### src/rtl/cdb_arbiter.sv
// Common-data-bus arbiter: one holding buffer per execution unit, round-robin broadcast of one result per cycle.
// Optional same-cycle bypass when every buffer is empty: define CDB_ARB_BYPASS_EN.
module cdb_arbiter #(
    parameter int NUM_REQ = 4,
    parameter int TAG_W   = 3,
    parameter int DATA_W  = 32
) (
    input  logic                      clk,
    input  logic                      rst,
    input  logic                      flush,
    input  logic [NUM_REQ-1:0]        req_valid,
    input  logic [NUM_REQ*TAG_W-1:0]  req_tag,
    input  logic [NUM_REQ*DATA_W-1:0] req_data,
    output logic [NUM_REQ-1:0]        req_ready,
    output logic                      cdb_valid,
    output logic [TAG_W-1:0]          cdb_tag,
    output logic [DATA_W-1:0]         cdb_data,
    output logic [NUM_REQ-1:0]        cdb_grant,
    output logic [(2**TAG_W)-1:0]     set_rob_valid
);

    localparam int PTR_W = (NUM_REQ > 1) ? $clog2(NUM_REQ) : 1;

    logic [NUM_REQ-1:0] buf_valid_q, buf_valid_d;
    logic [TAG_W-1:0]   buf_tag_q  [NUM_REQ];
    logic [TAG_W-1:0]   buf_tag_d  [NUM_REQ];
    logic [DATA_W-1:0]  buf_data_q [NUM_REQ];
    logic [DATA_W-1:0]  buf_data_d [NUM_REQ];
    logic [PTR_W-1:0]   rr_ptr_q, rr_ptr_d;

    logic [TAG_W-1:0]   in_tag_s  [NUM_REQ];
    logic [DATA_W-1:0]  in_data_s [NUM_REQ];
    logic [NUM_REQ-1:0] cand_s;
    logic [PTR_W-1:0]   idx_s;
    logic [PTR_W-1:0]   grant_idx_s;
    logic               grant_any_s;
    logic               bypass_s;

    always_comb begin
        for (int i = 0; i < NUM_REQ; i++) begin
            in_tag_s[i]  = req_tag[i*TAG_W +: TAG_W];
            in_data_s[i] = req_data[i*DATA_W +: DATA_W];
        end
    end

    // Round-robin search from rr_ptr; live requests compete only when bypass is built in and all buffers are empty.
    always_comb begin
        bypass_s    = 1'b0;
        cand_s      = buf_valid_q;
`ifdef CDB_ARB_BYPASS_EN
        if (buf_valid_q == '0) begin
            bypass_s = 1'b1;
            cand_s   = req_valid;
        end else begin
            bypass_s = 1'b0;
            cand_s   = buf_valid_q;
        end
`endif
        grant_any_s = 1'b0;
        grant_idx_s = '0;
        idx_s       = '0;
        for (int k = 0; k < NUM_REQ; k++) begin
            idx_s = PTR_W'((int'(rr_ptr_q) + k) % NUM_REQ);
            if (!grant_any_s && cand_s[idx_s]) begin
                grant_any_s = 1'b1;
                grant_idx_s = idx_s;
            end else begin
                grant_any_s = grant_any_s;
            end
        end
        if (rst || flush) begin
            grant_any_s = 1'b0;
        end else begin
            grant_any_s = grant_any_s;
        end
    end

    // Bus drive, grant vector, ROB valid decode and per-unit ready.
    always_comb begin
        cdb_valid     = grant_any_s;
        cdb_tag       = '0;
        cdb_data      = '0;
        cdb_grant     = '0;
        set_rob_valid = '0;
        if (grant_any_s) begin
            cdb_grant[grant_idx_s] = 1'b1;
            if (bypass_s) begin
                cdb_tag  = in_tag_s[grant_idx_s];
                cdb_data = in_data_s[grant_idx_s];
            end else begin
                cdb_tag  = buf_tag_q[grant_idx_s];
                cdb_data = buf_data_q[grant_idx_s];
            end
            set_rob_valid[cdb_tag] = 1'b1;
        end else begin
            cdb_valid = 1'b0;
        end
        if (rst || flush) begin
            req_ready = '0;
        end else begin
            req_ready = ~buf_valid_q | cdb_grant;
        end
    end

    // Buffer drain/refill and pointer advance; flush wipes buffers but leaves the pointer alone.
    always_comb begin
        buf_valid_d = buf_valid_q;
        buf_tag_d   = buf_tag_q;
        buf_data_d  = buf_data_q;
        rr_ptr_d    = rr_ptr_q;
        if (flush) begin
            buf_valid_d = '0;
        end else begin
            if (grant_any_s) begin
                buf_valid_d[grant_idx_s] = 1'b0;
                if (grant_idx_s == PTR_W'(NUM_REQ - 1)) begin
                    rr_ptr_d = '0;
                end else begin
                    rr_ptr_d = grant_idx_s + 1'b1;
                end
            end else begin
                rr_ptr_d = rr_ptr_q;
            end
            for (int i = 0; i < NUM_REQ; i++) begin
                // A bypassed winner is already on the bus and must not also be buffered.
                if (req_valid[i] && req_ready[i] && !(bypass_s && cdb_grant[i])) begin
                    buf_valid_d[i] = 1'b1;
                    buf_tag_d[i]   = in_tag_s[i];
                    buf_data_d[i]  = in_data_s[i];
                end else begin
                    buf_valid_d[i] = buf_valid_d[i];
                end
            end
        end
    end

    // State register with synchronous reset.
    always_ff @(posedge clk) begin
        if (rst) begin
            buf_valid_q <= '0;
            buf_tag_q   <= '{default: '0};
            buf_data_q  <= '{default: '0};
            rr_ptr_q    <= '0;
        end else begin
            buf_valid_q <= buf_valid_d;
            buf_tag_q   <= buf_tag_d;
            buf_data_q  <= buf_data_d;
            rr_ptr_q    <= rr_ptr_d;
        end
    end

endmodule

### config.mk
export PLATFORM = sky130hd
export DESIGN_NAME = cdb_arbiter
export DESIGN_NICKNAME = d
export VERILOG_FILES = /design/src/rtl/cdb_arbiter.sv
export SDC_FILE = /design/constraint.sdc
export NUM_CORES = 1
export LEC_CHECK = 0
export BUFFER_PORTS_ARGS = -buffer_cell sky130_fd_sc_hd__buf_2
export CAP_MARGIN = 10
export CORE_MARGIN = 10
export CORE_UTILIZATION = 56
export DETAILED_ROUTE_END_ITERATION = 10
export HOLD_SLACK_MARGIN = 0.05
export PLACE_DENSITY = 0.89
export SLEW_MARGIN = 30
export SYNTH_ARGS = -nofsm -noshare
export SYNTH_HDL_FRONTEND = slang
export SYNTH_SLANG_ARGS = --single-unit
### constraint.sdc
create_clock -name clk -period 5.22 [get_ports clk]
set_input_delay 0.261 -clock clk [delete_from_list [all_inputs] [get_ports clk]]
set_output_delay 0.261 -clock clk [all_outputs]
set_load 0.02 [all_outputs]
==> summary.txt, run 1 <==
Critical path
  • CP endpoint kind: flip-flop
  • CP Class: reg2reg
  • Reg2reg path depth: 12
  • R2R Setup Slk: 1.59 ns
  • Worst R2R End: buf_data_q[60]
  • Startpoint types: flip-flop
  • Critical Path AT: 3.97 ns
  • Crit path max fanout: 29
  • Critical Path RT: 5.56 ns
  • Worst r2r src: buf_valid_q[3]

Routing
  • Via Count: 6475
  • Via density: 6.02
  • DRT Wirelength: 22.2 mm
  • Drt wl/cell: 20.6 um
  • Antenna Nets Post-Route: 0
  • DRC Markers: 0
  • First-pass detailed-route iteration total: 5
  • 1st-iter DRT viols: 738

Clocking
  • Setup bufs post-CTS: 0
  • CTS tree: yes
  • Clock Root Buffer: clkbuf_16
  • Worst-skew pair later-pin latency: 0.42 ns
  • Hold Buf Count CTS: 9
  • Clock buffers created by TritonCTS: 17
  • Clock-pin slew on the worst setup and hold paths: 0.06 ns
  • Bufs on Longest Clock Path: 2
  • CTS resizes: 0
  • H-tree depth: 4
  • # clock sinks: 146

Status
  • Status: completed

Synthesis
  • Yosys top cell area share: 0.434
  • Most common cell in the netlist: nand2_1
  • Area leader, netlist: dfxtp_1
  • Yosys cell types: 47
  • Post-synth EDFFs: 0
  • Gate Count Post-Synth: 747
  • Synth top area cells: dfxtp_1 (43%), mux4_2 (11%), nand2_1 (10%), mux2i_1 (6.0%), a21oi_1 (5.7%)
  • Yosys warnings: 0
  • Avg Cell Area, Syn: 9.01 sq um
  • Syn nets: 895
  • Post-synthesis sequential area ratio: 0.434
  • Area of the mapped netlist: 6730 sq um
  • Ys flop type: dfxtp_1
  • Post-synthesis async set-or-reset flop share: 0
  • Seq cells post-synth: 146
  • Top cells by count, synth: nand2_1 (180), dfxtp_1 (146), a21oi_1 (77)

Placed design
  • Placed insts: 1030
  • Hpwl dp: 14.4 mm
  • RePlAce Congestion: 0.859
  • # port buffers: 198

Worst hold path
  • Min-delay src: req_data[119]
  • Hold Path Class: in2reg
  • Hold Path End: buf_data_q[23]
  • Hold path cells: 3

Floorplan
  • Die area: 16800 sq um
  • Number of core rows: 39
  • Num ports: 199
  • Core ar.: 11600 sq um
  • Die Span Y: 130 um
  • Starting Density: 0.579
  • Die width: 130 um

STA
  • RSZ-0062 raised after global routing: no
  • Fin crit share: 0.696
  • Final setup fails: 0
  • Final worst clock skew: 0.00862 ns
  • Setup_tns: 0 ns
  • Slew of the pin with the lowest slew margin: 0.925 ns
  • Slew Limit Fails: 0
  • Fmax: 275 MHz
  • Tmin final: 3.63 ns
  • Slew margin rel.: 0.382
  • Final Hold Fails: 0

Layout
  • Fin cells: 1075
  • Area delta synth->final: 24.7%
  • Fin nets: 1064
  • Proportion of layout cells with a drive suffix above 1: 0.314

Global route
  • Global-route wire length before repair: 34.9 mm
  • GRT met2 Usage: 0.433
  • GRT Overall Usage: 0.264
  • Grt ovf: 0
  • Largest net degree at the start of global routing: 58
  • Met1 Track Usage GR: 0.317
  • Initial antenna violation count: 5
  • GR met3 Demand/Resource: 0.0714
  • Vias in the first global route: 6738
  • Grt peak-use layer: met2

Pwr
  • P_int: 0.00206 W
  • Combinational share of power: 0.114
  • Peak supply drop: 0.211 mV
  • Clock power frac: 0.451
  • Pwr/cell area: 325 nW/um^2
  • Pleak: 3.83 nW
  • Sw Ratio: 0.245
  • Share of power burned in registers: 0.435
  • Switching Power: 0.000667 W

Flow run
  • Max_cap viols: 0
critical path: stages (launching register included):
cell and delay (ns):
dfxtp_1 0.58, mux2i_1 0.15, o2bb2ai_1 0.21, nor2_4 0.12
buf_4 0.44, inv_2 0.33, ha_1 0.31, nor2b_1 0.16
nor2_1 0.09, nand2_1 0.47, buf_4 0.37, nand2_1 0.10
a21oi_1 0.18
worst max-delay path by stage:
stage                    from             end  slack, ns  cells past startpoint
6_report       buf_valid_q[3]  buf_data_q[60]       1.59                     12
5_1_grt        buf_valid_q[3]  buf_data_q[59]       1.38                     12
4_1_cts        buf_valid_q[3]  buf_data_q[62]       1.68                     12
3_5_place_dp   buf_valid_q[3]  buf_data_q[56]       1.71                     12
3_3_place_gp   buf_valid_q[3]  buf_data_q[61]       1.86                     12
2_1_floorplan  buf_valid_q[1]  buf_data_q[38]       2.70                     14
registers in the layout, indices dropped and copies added (netlist names):
name	flops
rr_ptr_q	2
buf_valid_q	4
buf_tag_q	12
buf_data_q	128
layout by cell type, fill, tap and decap left out, types with 2 or more instances in the layout:
cell and n:
clkinvlp_4 3, o311ai_0 31, and3b_1 2, nand2_1 180
a211oi_1 2, a21oi_1 77, nor2_4 2, o211ai_1 2
clkinv_2 4, dlygate4sd3_1 9, buf_2 197, and2_1 35
mux4_2 32, mux2_2 2, clkbuf_8 2, o311ai_1 4
inv_1 6, mux2i_1 40, inv_2 5, nor3b_1 2
nor2_1 47, diode_2 6, nand3_1 39, bufinv_16 3
clkbuf_16 17, nor4b_2 2, dfxtp_1 146, buf_4 9
power by group through the flow:
stage                     registers (W)  logic (W)  clock network [W]
after floorplan                 0.00119   0.000197                  0
after global placement          0.00121   0.000291                  0
after detailed placement        0.00121   0.000296                  0
after CTS                       0.00118   0.000305            0.00124
after global routing            0.00119   0.000337            0.00128
final                           0.00119   0.000311            0.00123
final cells by class:
type                       instances  area, sq um
multi-input combinational        523         3460
clock buffer                      19          453
inverter                          12         46.3
fill                             887         3230
clock inverter                    10          136
timing repair buffer             216         1170
tap                              143          179
antenna                            6         15.0
sequential                       146         2920
per-stage QoR:
step	util	power, W	hold slack (ns)	area, sq um	setup slack [ns]
2_1_floorplan	-	0.00139	0.378	6730	2.70
3_3_place_gp	0.660	0.00150	0.441	7660	1.86
3_5_place_dp	0.660	0.00150	0.447	7670	1.71
4_1_cts	0.719	0.00272	0.0512	8350	1.68
5_1_grt	0.722	0.00281	0.0565	8390	1.38
6_report	0.722	0.00272	0.0670	8390	1.59
routing by layer:
metal	routed length, um	vias up
li1	-	2950
met1	8550	3083
met2	11000	389
met3	1980	53
met4	670	0
met5	0	-
cell families after synthesis:
kind of cell,after synthesis,synth area share
flip-flops,146,0.434
buffers and inverters,78,0.0541
AND/OR/NAND/NOR,319,0.210
adder cells (fa/ha/maj),1,0.00186
multiplexers,75,0.172
AO/OA/AOI/OAI,128,0.127
Power figures use the tool's default switching activity.
==> run 2: changes to the inputs <==
CORE_UTILIZATION = 52   (was 56)
PLACE_DENSITY = 0.83   (was 0.89)
clock period = 3.77 ns   (was 5.22 ns; I/O delays follow)
==> summary.txt, run 2 (synthesized netlist as in run 1, its figures left out) <==
Routing
  • Top routing layer in use: met4
  • DRT Wirelength: 27.1 mm (+22%)
  • DR WL met3: 2.47 mm (+25%)
  • Wl on met1: 9.62 mm (+13%)
  • WL met2: 13.4 mm (+22%)
  • DRC Markers: 0 (unchanged)
  • Antenna Nets Post-Route: 0 (unchanged)
  • First-pass detailed-route iteration total: 6 (+1)
  • Via density: 5.87 (-2.6%)
  • Drt wl/cell: 21.8 um (+5.4%)
  • 1st-iter DRT viols: 760 (+3.0%)
  • Via Count: 7310 (+13%)

Floorplan
  • Starting Density: 0.531 (-0.0483)
  • Num ports: 199 (unchanged)
  • Die area: 17900 sq um (+6.5%)
  • Core ar.: 12700 sq um (+9.1%)
  • Die width: 134 um (+3.2%)
  • Die Span Y: 134 um (+3.2%)
  • Number of core rows: 41 (+5.1%)

Global route
  • Global-route wire length before repair: 41.7 mm (+19%)
  • Initial antenna violation count: 10 (+5)
  • Grt ovf: 0 (unchanged)
  • Vias in the first global route: 7586 (+13%)
  • Largest net degree at the start of global routing: 86 (+48%)
  • GRT Overall Usage: 0.295 (+0.0308)

Clocking
  • Bufs on Longest Clock Path: 2 (unchanged)
  • Clock-pin slew on the worst setup and hold paths: 0.06 ns (about the same)
  • CTS tree: yes
  • H-tree depth: 4 (unchanged)
  • CTS resizes: 0 (unchanged)
  • Worst-skew pair later-pin latency: 0.43 ns (about the same)
  • Clock buffers created by TritonCTS: 17 (unchanged)
  • Setup bufs post-CTS: 0 (unchanged)
  • Clock Root Buffer: clkbuf_16
  • # clock sinks: 146 (unchanged)

Pwr
  • Peak supply drop: 0.296 mV (+40%)
  • Pwr/cell area: 398 nW/um^2 (+23%)
  • Pleak: 4.39 nW (+15%)

Layout
  • Proportion of layout cells with a drive suffix above 1: 0.275 (-0.0389)
  • Most frequent cells in the layout: buf_2 (197), nand2_1 (180), dfxtp_1 (146)
  • Fin cells: 1246 (+16%)
  • FF/Latch Area: 2920 sq um (unchanged)
  • Cell area after layout: 9770 sq um (+16%)
  • Area delta synth->final: 45.2%
  • Max FFs per register: 128 (unchanged)
  • Top flop regs: buf_data_q (128), buf_tag_q (12), buf_valid_q (4)
  • Multi-input logic area: 3470 sq um (about the same)
  • Commonest non-fill, non-tap cell in the layout: buf_2
  • # fillers: 767 (-14%)
  • Largest register by flop count: buf_data_q
  • Fin nets: 1199 (+13%)

Status
  • Status: completed

Flow run
  • Max_cap viols: 0 (unchanged)

STA
  • Final setup fails: 0 (unchanged)
  • Final worst clock skew: 0.00905 ns (+0.000430 ns)
  • Fmax: 313 MHz
  • Setup_tns: 0 ns (unchanged)
  • Tmin final: 3.19 ns
  • RSZ-0062 raised after global routing: no
  • Slew of the pin with the lowest slew margin: 0.932 ns (+0.00622 ns)
  • Final Hold Fails: 0 (unchanged)
  • Final hold slack: 0.0611 ns (-0.00596 ns)
  • Slew margin rel.: 0.379 (-0.00268)
  • Fin crit share: 0.847
  • Slew Limit Fails: 0 (unchanged)

Critical path
  • CP Class: reg2out
  • Crit path max fanout: 28 (-3.4%)
  • Critical Path AT: 3.01 ns (-0.96 ns)
  • Startpoint types: flip-flop
  • Critical Path RT: 3.58 ns (-1.98 ns)
  • CP endpoint kind: primary output

Placed design
  • Cell Area, Placed: 7720 sq um (+0.67%)
  • Hpwl dp: 14.2 mm (-1.4%)
  • # port buffers: 198 (unchanged)
  • RePlAce Congestion: 0.807 (-6.1%)
  • Placed insts: 1061 (+3.0%)

Worst hold path
  • Hold Path Class: in2reg
## run 2: cell count changes in the layout (fill, tap and decap cells not counted), sizes merged
cell and change:
buf +1, clkbuf +6, diode +4, clkinv -1, bufinv -2, dlygate4sd3 +134
## run 2: what timing repair did
| item | in CTS | in global routing |
|---|---|---|
| endpoints found under the setup margin | 0 | 0 |
| endpoints found under the hold margin | 143 | 0 |
| hold buffers | 143 | 0 |
## run 2: report_power, final
group / internal (W) / total (W) / switching, W / leakage, nW
combinational: 0.000273 / 0.000555 / 0.000282 / 2.92
clock: 0.00103 / 0.00169 / 0.000663 / 0.288
sequential: 0.00160 / 0.00164 / 0.0000404 / 1.19
total: 0.00291 / 0.00389 / 0.000985 / 4.39
## run 2: cell type report
cell class	instances	area share
multi-input combinational	523	0.355
sequential	146	0.299
inverter	12	0.00461
clock buffer	25	0.0538
timing repair buffer	351	0.256
antenna	10	0.00256
tap	172	0.0220
clock inverter	7	0.00730
## run 2: worst max-delay path, cell delays in order (launching register included)
cell and delay (ns):
dfxtp_1 0.59, inv_2 0.13, a311oi_4 0.33, nand2_2 0.10, buf_4 0.31, mux2i_1 0.20, mux2_2 0.39, nor3b_1 0.28
buf_2 0.22
## run 2: stage by stage
stage | total power, W | setup slack, ns | utilization
finish | 0.00389 | 0.576 | 0.771
global route | 0.00399 | 0.459 | 0.771
CTS | 0.00385 | 0.638 | 0.769
detailed placement | 0.00208 | 0.947 | 0.609
global placement | 0.00207 | 1.10 | 0.609
floorplan | 0.00193 | 1.25 | -
## run 2: path summary, 6_finish.rpt
path                                     start  slack (ns)               end  cells past startpoint
worst max-delay path            buf_valid_q[3]        0.58  set_rob_valid[5]                      8
worst min-delay path              req_data[39]        0.06    buf_data_q[71]                      3
worst max register to register  buf_valid_q[3]        0.82    buf_data_q[56]                     11
worst min register to register  buf_data_q[33]        0.45    buf_data_q[33]                      2
## run 2: per-layer routing
layer	track usage	up-vias
met5	0	-
met3	0.0793	138
met4	0.189	0
met2	0.500	532
li1	-	3216
met1	0.319	3424
==> run 3: changes to the inputs <==
clock period = 3.2 ns   (was 3.77 ns; I/O delays follow)
==> summary.txt, run 3 (synthesized netlist as in run 1, its figures left out) <==
Critical path
  • CP max stage delay: 0.56 ns (-0.03 ns)
  • Cells along the critical path: nor2b_4, a311oi_4, nand2_4, inv_2, buf_4, o211ai_1, o211ai_2, nor3b_1, buf_2
  • Critical Path RT: 3.04 ns (-0.54 ns)
  • WP buf/inv: 3 (unchanged)
  • Crit path max fanout: 15 (-46%)
  • Slowest CP cell: dfxtp_1
  • Largest delay share family, worst path: simple AND/OR/NAND/NOR gates
  • Startpoint types: flip-flop
  • CP Class: reg2out
  • Critical Path AT: 2.93 ns (-0.08 ns)
  • CP endpoint kind: primary output

Pwr
  • Peak supply drop: 0.466 mV (+57%)
  • Pleak: 4.45 nW (+1.4%)
  • Pwr/cell area: 478 nW/um^2 (+20%)

STA
  • Fmax: 324 MHz
  • Fin crit share: 0.965
  • RSZ-0062 raised after global routing: no
  • Final Hold Fails: 0 (unchanged)
  • Setup_tns: 0 ns (unchanged)
  • Slew margin rel.: 0.345 (-0.0335)
  • Final setup fails: 0 (unchanged)
  • Tmin final: 3.09 ns
  • Final worst clock skew: 0.0105 ns (+0.00150 ns)
  • Slew Limit Fails: 0 (unchanged)
  • Slew of the pin with the lowest slew margin: 0.976 ns (+0.0442 ns)

Placed design
  • Hpwl dp: 14.7 mm (+3.6%)
  • # port buffers: 198 (unchanged)
  • RePlAce Congestion: 0.827 (+2.5%)

Layout
  • Fin util: 0.780 (+0.00909)
  • Top flop regs: buf_data_q (128), buf_tag_q (12), buf_valid_q (4)
  • Fin nets: 1206 (+0.58%)
  • Commonest non-fill, non-tap cell in the layout: buf_2
  • Max FFs per register: 128 (unchanged)
  • Area delta synth->final: 46.9%
  • Largest register by flop count: buf_data_q
  • Most frequent cells in the layout: buf_2 (197), nand2_1 (180), dfxtp_1 (145)
  • Proportion of layout cells with a drive suffix above 1: 0.279 (+0.00380)

Routing
  • First-pass detailed-route iteration total: 5 (-1)
  • Antenna Nets Post-Route: 0 (unchanged)
  • Top routing layer in use: met4
  • WL met2: 13.8 mm (+3.1%)
  • Via density: 5.90 (+0.49%)
  • DRC Markers: 0 (unchanged)
  • Drt wl/cell: 22.3 um (+2.6%)
  • 1st-iter DRT viols: 785 (+3.3%)
  • Via Count: 7381 (+0.97%)
  • Wl on met1: 9.46 mm (-1.7%)
  • DRT Wirelength: 27.9 mm (+3.1%)
  • DR WL met3: 2.56 mm (+3.6%)

Global route
  • Initial antenna violation count: 5 (-5)
  • Largest net degree at the start of global routing: 83 (-3.5%)
  • GRT Overall Usage: 0.301 (+0.00604)
  • Grt ovf: 0 (unchanged)
  • Vias in the first global route: 7855 (+3.5%)
  • Global-route wire length before repair: 42.4 mm (+1.7%)

Clocking
  • Clock Root Buffer: clkbuf_16
  • Clock buffers created by TritonCTS: 17 (unchanged)
  • Bufs on Longest Clock Path: 2 (unchanged)
  • Worst-skew pair later-pin latency: 0.43 ns (about the same)
  • CTS tree: yes
  • # clock sinks: 146 (unchanged)
  • Clock-pin slew on the worst setup and hold paths: 0.06 ns (about the same)
  • H-tree depth: 4 (unchanged)

Worst hold path
  • Hold Path Class: in2reg

Floorplan
  • Die Span Y: 134 um (unchanged)
  • Die width: 134 um (unchanged)
  • Num ports: 199 (unchanged)
  • Core ar.: 12700 sq um (unchanged)
  • Die area: 17900 sq um (unchanged)
  • Number of core rows: 41 (unchanged)
  • Starting Density: 0.531 (unchanged)

Status
  • Status: completed

Flow run
  • Max_cap viols: 0 (unchanged)
[run 3: power by group]
group | switching [W] | internal [W]
logic | 0.000339 | 0.000332
clock network | 0.000825 | 0.00130
registers | 0.0000498 | 0.00189
[run 3: worst reg2reg max path: cells and delay by family (launching register included)]
kind                   cells  cell delay, ns
DFF                        1            0.56
AOI/OAI and AO/OA          3            1.06
and+or+nand+nor            3            0.72
buffers and inverters      2            0.31
[run 3: through the flow]
stage	worst slack [ns]	hold slack [ns]	total power [W]	area, sq um	instances
floorplan	0.684	0.277	0.00227	6730	747
global placement	0.562	0.373	0.00245	7770	1066
detailed placement	0.455	0.378	0.00246	7770	1066
CTS	0.0919	0.111	0.00467	9830	1242
global route	0.00554	0.133	0.00485	9880	1248
finish	0.113	0.139	0.00473	9890	1252
[run 3: area by class of cell]
class,instances,area (sq um)
Multi-Input combinational cell,523,3470
Tap cell,172,215
Clock buffer,21,470
Clock inverter,11,150
Sequential cell,146,2920
Fill cell,747,2790
Antenna cell,9,22.5
Timing Repair Buffer,358,2590
Inverter,12,45.0
[run 3: metal layers]
metal / global-route usage / up-vias
met1: 0.306 / 3394
met4: 0.223 / 0
met3: 0.0944 / 181
met5: 0 / -
li1: - / 3237
met2: 0.512 / 569
[run 3: path summary, 6_finish.rpt]
path                   startpoint                to  slack (ns)  cells after the start
hold / removal                rst    buf_data_q[90]        0.14                      2
setup reg to reg   buf_valid_q[1]    buf_data_q[25]        0.48                      8
hold reg to reg   buf_data_q[114]   buf_data_q[114]        0.46                      2
setup / recovery   buf_valid_q[1]  set_rob_valid[5]        0.11                      9
[run 3: timing repair]
item / in CTS / in global routing
pin swaps: 0 / 0
setup endpoints to repair: 3 / 6
endpoints found under the hold margin: 144 / 0
setup buffers: 0 / 0
hold buffers: 144 / 0
resized for setup: 1 / 1
